$ cat src/rtl/dcpu16_arb.sv
// Two-port arbiter that shares one memory port between FBUS (fetch/save) and GBUS (operand load).
// It registers the memory request on grant, passes the memory response through, and a watchdog ends cycles the memory never acknowledges.
module dcpu16_arb #(
    parameter bit RRB = 1'b1,
    parameter int TMO = 16,
    parameter int CW  = 5
) (
    input  logic        clk,
    input  logic        rst,
    input  logic [15:0] f_adr,
    input  logic [15:0] f_dto,
    input  logic        f_stb,
    input  logic        f_wre,
    output logic [15:0] f_dti,
    output logic        f_ack,
    input  logic [15:0] g_adr,
    input  logic [15:0] g_dto,
    input  logic        g_stb,
    input  logic        g_wre,
    output logic [15:0] g_dti,
    output logic        g_ack,
    output logic [15:0] m_adr,
    output logic [15:0] m_dto,
    output logic        m_stb,
    output logic        m_wre,
    input  logic [15:0] m_dti,
    input  logic        m_ack,
    output logic [1:0]  gnt,
    output logic        tmo
);

    // state | meaning
    // IDLE  | no transfer; one turnaround cycle follows every transfer
    // BUSF  | memory cycle owned by FBUS
    // BUSG  | memory cycle owned by GBUS
    typedef enum logic [1:0] {
        IDLE = 2'd0,
        BUSF = 2'd1,
        BUSG = 2'd2
    } state_t;

    localparam bit            WD_EN   = (TMO > 0);
    localparam logic [CW-1:0] WD_LAST = CW'((TMO > 0) ? (TMO - 1) : 0);

    state_t        state;
    state_t        state_nxt;
    logic [CW-1:0] wdc;
    logic          lst;
    logic          grant_f;
    logic          grant_g;
    logic          own_stb;
    logic          wd_hit;
    logic          leave;

    always_comb begin
        state_nxt = state;
        grant_f   = 1'b0;
        grant_g   = 1'b0;
        own_stb   = 1'b0;
        wd_hit    = 1'b0;
        leave     = 1'b0;
        f_ack     = 1'b0;
        g_ack     = 1'b0;
        f_dti     = 16'h0000;
        g_dti     = 16'h0000;
        case (state)
            IDLE: begin
                // lst set means GBUS was served last, so a tie goes to FBUS
                if (f_stb && (!g_stb || !RRB || lst)) begin
                    grant_f   = 1'b1;
                    state_nxt = BUSF;
                end else if (g_stb) begin
                    grant_g   = 1'b1;
                    state_nxt = BUSG;
                end
            end
            BUSF, BUSG: begin
                own_stb = (state == BUSF) ? f_stb : g_stb;
                // an abort takes precedence over expiry: a withdrawn request gets no ack
                wd_hit  = WD_EN && (wdc == WD_LAST) && !m_ack && own_stb;
                leave   = m_ack || !own_stb || wd_hit;
                if (leave) begin
                    state_nxt = IDLE;
                end
                if (state == BUSF) begin
                    f_ack = m_ack || wd_hit;
                    f_dti = wd_hit ? 16'hFFFF : m_dti;
                end else begin
                    g_ack = m_ack || wd_hit;
                    g_dti = wd_hit ? 16'hFFFF : m_dti;
                end
            end
            default: state_nxt = IDLE;
        endcase
    end

    always_ff @(posedge clk or negedge rst) begin
        if (!rst) begin
            state <= IDLE;
            m_adr <= 16'h0000;
            m_dto <= 16'h0000;
            m_stb <= 1'b0;
            m_wre <= 1'b0;
            gnt   <= 2'b00;
            tmo   <= 1'b0;
            wdc   <= '0;
            lst   <= 1'b1;
        end else begin
            state <= state_nxt;
            tmo   <= wd_hit;
            if (grant_f || grant_g) begin
                m_adr <= grant_f ? f_adr : g_adr;
                m_dto <= grant_f ? f_dto : g_dto;
                m_wre <= grant_f ? f_wre : g_wre;
                m_stb <= 1'b1;
                gnt   <= {grant_g, grant_f};
                lst   <= grant_g;
                wdc   <= '0;
            end else if (leave) begin
                m_stb <= 1'b0;
                m_wre <= 1'b0;
                gnt   <= 2'b00;
            end else if (state != IDLE) begin
                wdc <= wdc + 1'b1;
            end
        end
    end

endmodule

$ cat config.mk
export PLATFORM = sky130hd
export DESIGN_NAME = dcpu16_arb
export DESIGN_NICKNAME = d
export VERILOG_FILES = /design/src/rtl/dcpu16_arb.sv
export SDC_FILE = /design/constraint.sdc
export NUM_CORES = 1
export LEC_CHECK = 0
export ABC_CLOCK_PERIOD_IN_PS = 4750
export CAP_MARGIN = 20
export CORE_MARGIN = 2
export CORE_UTILIZATION = 40
export CTS_CLUSTER_SIZE = 28
export DETAILED_ROUTE_END_ITERATION = 10
export PLACE_DENSITY_LB_ADDON = 0.15
export SLEW_MARGIN = 40
export SYNTH_ARGS = -nofsm -noshare
export SYNTH_HDL_FRONTEND = slang
export SYNTH_SLANG_ARGS = --single-unit
export TNS_END_PERCENT = 20
$ cat constraint.sdc
create_clock -name clk -period 4.75 [get_ports clk]
set_clock_uncertainty 0.1 [all_clocks]
set_input_delay 0.95 -clock clk [delete_from_list [all_inputs] [get_ports clk]]
set_output_delay 0.95 -clock clk [all_outputs]
set_load 0.005 [all_outputs]
Word-level counts from Yosys, hierarchy flattened
Cells that the tools add are included.
{"block": "totals", "register_bits": 45, "in_bits": 87, "word_cells": 66, "output_inout_bits": 71}
{"block": "op_classes", "n_reduce_logical": 18, "mux": 32, "n_addsub": 1, "eq_ne": 6}
{"operator": "$mux 16", "count": 7}
{"operator": "$mux 1", "count": 16}
{"operator": "$mux 5", "count": 3}
{"operator": "$mux 2", "count": 5}
{"operator": "$reduce_bool 2->1", "count": 3}
{"operator": "$add 5x1->5 const B", "count": 1}
{"operator": "$eq 5x4->1 const B", "count": 1}
{"operator": "$logic_or 1x1->1", "count": 5}
{"operator": "$pmux 2 s2", "count": 1}
{"operator": "$reduce_and 2->1", "count": 2}
{"operator": "$logic_and 1x1->1", "count": 3}
{"operator": "$logic_not 1->1", "count": 3}
{"operator": "$ne 3x3->1 const B", "count": 1}
{"operator": "$eq 2x1->1 const B", "count": 1}
{"operator": "$eq 2x2->1 const B", "count": 1}
{"operator": "$logic_not 2->1", "count": 1}
{"operator": "$ne 2x1->1 const B", "count": 1}
{"operator": "$ne 2x2->1 const B", "count": 1}
{"operator": "$reduce_or 2->1", "count": 1}

Longest topological paths before layout
{"block": "logic_depth", "depth_word": 8, "mapped_depth": 7, "mapped_depth_nobuf": 6}

Worst setup path before layout
OpenSTA, ideal clock, no wires.
{"block": "synth_path", "path_kind": "input-to-output", "from": "input m_ack", "to": "output f_dti[0]", "stages": 4, "n_path_buf": 2, "required_ps": 3700, "arrival_ps": 1814, "path_slack_ps": 1886, "path_cell_list": "buf_1 > nor3b_2 > buf_6 > o21a_1"}
{"block": "synth_via", "elab_chain_len": 6}
{"item": "start, declared", "line_no": "27", "source": "input logic m_ack,"}
{"item": "$logic_not 1->1", "line_no": "80", "source": "wd_hit = WD_EN && (wdc == WD_LAST) && !m_ack && own_stb;"}
{"item": "$logic_and 1x1->1 (2 in series)", "line_no": "80"}
{"item": "$mux 16", "line_no": "87", "source": "f_dti = wd_hit ? 16'hFFFF : m_dti;"}
{"item": "$mux 16", "line_no": "85", "source": "if (state == BUSF) begin"}
{"item": "$mux 16", "line_no": "66", "source": "case (state)"}
{"item": "end, declared", "line_no": "14", "source": "output logic [15:0] f_dti,"}
Every way passes these cells.

Worst setup path after layout
{"block": "layout_path", "from": "input g_stb", "to": "output g_dti[14]"}
{"block": "layout_via", "elab_chain_len": 5}
{"item": "start, declared", "line_no": "18", "source": "input logic g_stb,"}
{"item": "$mux 1", "line_no": "78", "source": "own_stb = (state == BUSF) ? f_stb : g_stb;"}
{"item": "$logic_and 1x1->1", "line_no": "80"}
{"item": "$mux 16", "line_no": "90", "source": "g_dti = wd_hit ? 16'hFFFF : m_dti;"}
{"item": "$mux 16", "line_no": "85"}
{"item": "$mux 16", "line_no": "66"}
{"item": "end, declared", "line_no": "20", "source": "output logic [15:0] g_dti,"}
Every way passes these cells.

==> flow_metrics.py <==
metrics = {
    "layout": {
        "area_delta_synth_final_pct": 65.0,
        "drive_above_1_share_pct": 6.62,
        "finalNetCount": 498,
        "antenna_cells": 0,
        "layout.cells.non_filler": 485,
    },
    "worst_setup_path": {
        "crit_fanout": 33,
        "startpoint": "g_stb",
        "critPathSlowestCell": "clkdlybuf4s50_1",
        "crit_type": "primary input to primary output",
        "startpoint_type": "primary input",
        "crit_chain": "clkdlybuf4s50_1 -> mux2i_2 -> nor3b_4 -> buf_4 -> o21a_1 -> clkdlybuf4s50_1",
        "max_stage_delay_ps": 630,
        "r2r_slack_ps": 2470,
        "r2r_end": "wdc[4]",
        "end_kind": "primary output",
        "crit_end": "g_dti[14]",
        "worstRegToRegCells": 6,
        "worstPathArrival_ps": 2980,
        "regToRegStartpoint": "wdc[0]",
        "crit_required_ps": 3700,
        "cpMostUsedCell": "clkdlybuf4s50_1",
    },
    "synth": {
        "ys_seq_area_share_pct": 43.9,
        "ys_ff_latch": 45,
        "async_flop_share_pct": 100,
        "synthDistinctLibCells": 43,
        "syn_nets": 350,
        "synth_top_area_cell": "dfrtp_1",
        "ys_warn_count": 0,
        "netlist_top_cells_area": "dfrtp_1 43%, mux2i_1 13%, o21a_1 9.3%, nand2_1 6.3%, o21ai_0 4.5%",
        "synth_enable_flop_cells": 0,
        "yosys.area.top_type_share_pct": 42.8,
        "synth_area_mm2": 0.00257,
        "yosys_most_used_dff": "dfrtp_1",
        "syn_area_per_cell_um2": 9.92,
        "yosys-top-cells-count": "44 x dfrtp_1, 43 x nand2_1, 33 x mux2i_1, 32 x o21a_1, 23 x o21ai_0",
        "postSynthCellCount": 259,
        "yosysMostFrequentCell": "dfrtp_1",
    },
    "clocking": {
        "clockBufferDepth": 2,
        "htree_levels": 2,
        "clk_pin_slew_ps": 90,
        "hold_buffers": 0,
        "postCtsSetupBuffers": 0,
        "clk_latency_ps": 290,
        "cts_made_buffers": 5,
        "cts_sinks": 45,
        "cts-root-buf": "clkbuf_8",
        "cts-resized-gates": 0,
        "cts_tree": "built",
    },
    "pwr": {
        "vdd_ir_drop_max_mv": 0.270,
        "p_total_uw": 2100,
        "p_per_area_mw_per_mm2": 494,
        "p_leak_uw": 0.00187,
    },
    "place": {
        "gp_congestion": 0.736,
        "port_buffers": 157,
        "place_worst_setup_slack_ps": 725,
        "dp.cells": 477,
        "place_hpwl_um": 5520,
    },
    "timing": {
        "tightest_slew_ps": 726,
        "timing.final.crit_share_pct": 84.9,
        "slew_viol_final": 0,
        "setup_ws_ps": 720,
        "finalSetupViolCount": 0,
        "hold_viol_final": 0,
        "fmax_mhz": 248,
        "min_period_ps": 4030,
        "grt_setup_unrepaired": "false",
        "fin_tns_setup_ps": 0,
        "hold_ws_ps": 382,
        "max_slew_margin_pct": 51.5,
    },
    "detailed_routing": {
        "dr_total_vias": 2413,
        "routed_wl_um": 7210,
        "ant_nets": 0,
        "drc": 0,
        "drt-initial-drc-count": 80,
        "wire_per_inst_um": 14.9,
        "viasPerCell": 4.98,
        "dr.pass1.iters": 4,
    },
    "flow_run": {
        "maxCapViolations": 0,
    },
    "worst_hold_path": {
        "holdCritStartpoint": "m_adr[8]",
        "holdCritPathClass": "register to register",
    },
    "die": {
        "initial_core_util_pct": 40.9,
        "fp.dieH_um": 84.2,
        "ios": 158,
        "core_area_mm2": 0.00628,
        "die-area_mm2": 0.00708,
        "rows": 29,
        "die_x_um": 84.2,
    },
    "global_routing": {
        "grt_use_total_pct": 20.6,
        "grt_max_degree": 46,
        "antenna_found_initial": 0,
        "grt.overflow.total": 0,
        "grt_pass1_wl_um": 11800,
        "grt_pass1_vias": 2380,
    },
    "run_status": {
        "outcome": "complete, no violations",
    },
}
area by class of cell:
| class | count | area [µm²] |
|---|---|---|
| multi-input combinational | 187 | 1290 |
| sequential | 45 | 1130 |
| fill | 506 | 2040 |
| clock buffer | 6 | 82.6 |
| timing repair buffer | 162 | 1610 |
| clock inverter | 2 | 13.8 |
| tap | 77 | 96.3 |
| inverter | 6 | 22.5 |
worst max-delay path: cells and delay by family:
family,cells,cell delay [ps]
buf+inv,3,1470
mux,1,210
simple gates,1,190
compound gates,1,160
power breakdown:
group	total [µW]	internal, µW	leakage (µW)	switching (µW)
combinational	1200	694	0.00126	508
clock	246	118	0.0000512	128
sequential	649	558	0.000557	90.8
placed cells by master (no fill, tap or decap), types with 2 or more instances in the layout:
cell	n
o211ai_1	3
mux2_2	2
nand2_1	43
inv_1	6
o21a_1	32
nor2b_1	3
nand3_1	3
mux2i_1	33
nor3b_1	2
a21oi_1	3
nand3b_1	2
buf_4	6
o21ai_1	11
clkbuf_8	6
dfrtp_1	44
clkdlybuf4s50_1	156
ha_1	4
o21ai_0	23
nor3_1	2
per-layer routing:
layer  share of wire, %  global-route usage (%)
met5                  0                       0
met4                1.3                    5.43
met3                8.1                    5.90
met2                 48                    33.9
met1                 43                    26.9
through the flow:
| step | area (µm²) | utilization, % |
|---|---|---|
| final | 4240 | 67.6 |
| after global placement | 4140 | 66.0 |
| after CTS | 4240 | 67.6 |
| after floorplan | 2570 | - |
| after global routing | 4240 | 67.6 |
| after detailed placement | 4150 | 66.0 |
logic make-up (layout without fill, tap and decap cells):
kind of cell	after synthesis	count (layout)	synth area share [%]
buf+inv	27	176	6.52
compound gates	81	81	20.7
xor+xnor	1	1	0.341
flops	45	45	43.9
fa+ha+maj	4	4	1.95
simple gates	65	65	12.3
mux	36	36	14.3
how the worst min path moves through the flow:
stage                 to  slack [ps]  depth (start not counted)
5_1_grt            m_stb         420                          2
2_1_floorplan     wdc[4]         350                          2
6_report        m_adr[8]         380                          2
4_1_cts        m_dto[12]         390                          2
3_5_place_dp   m_dto[12]         370                          2
3_3_place_gp   m_adr[15]         360                          2
registers in the layout, summed over array words and instances (netlist names):
name   cells
gnt        2
lst        1
tmo        1
m_stb      1
wdc        5
m_adr     16
m_dto     16
m_wre      1
state      2
Note: power is estimated with default switching activity, not from simulation.
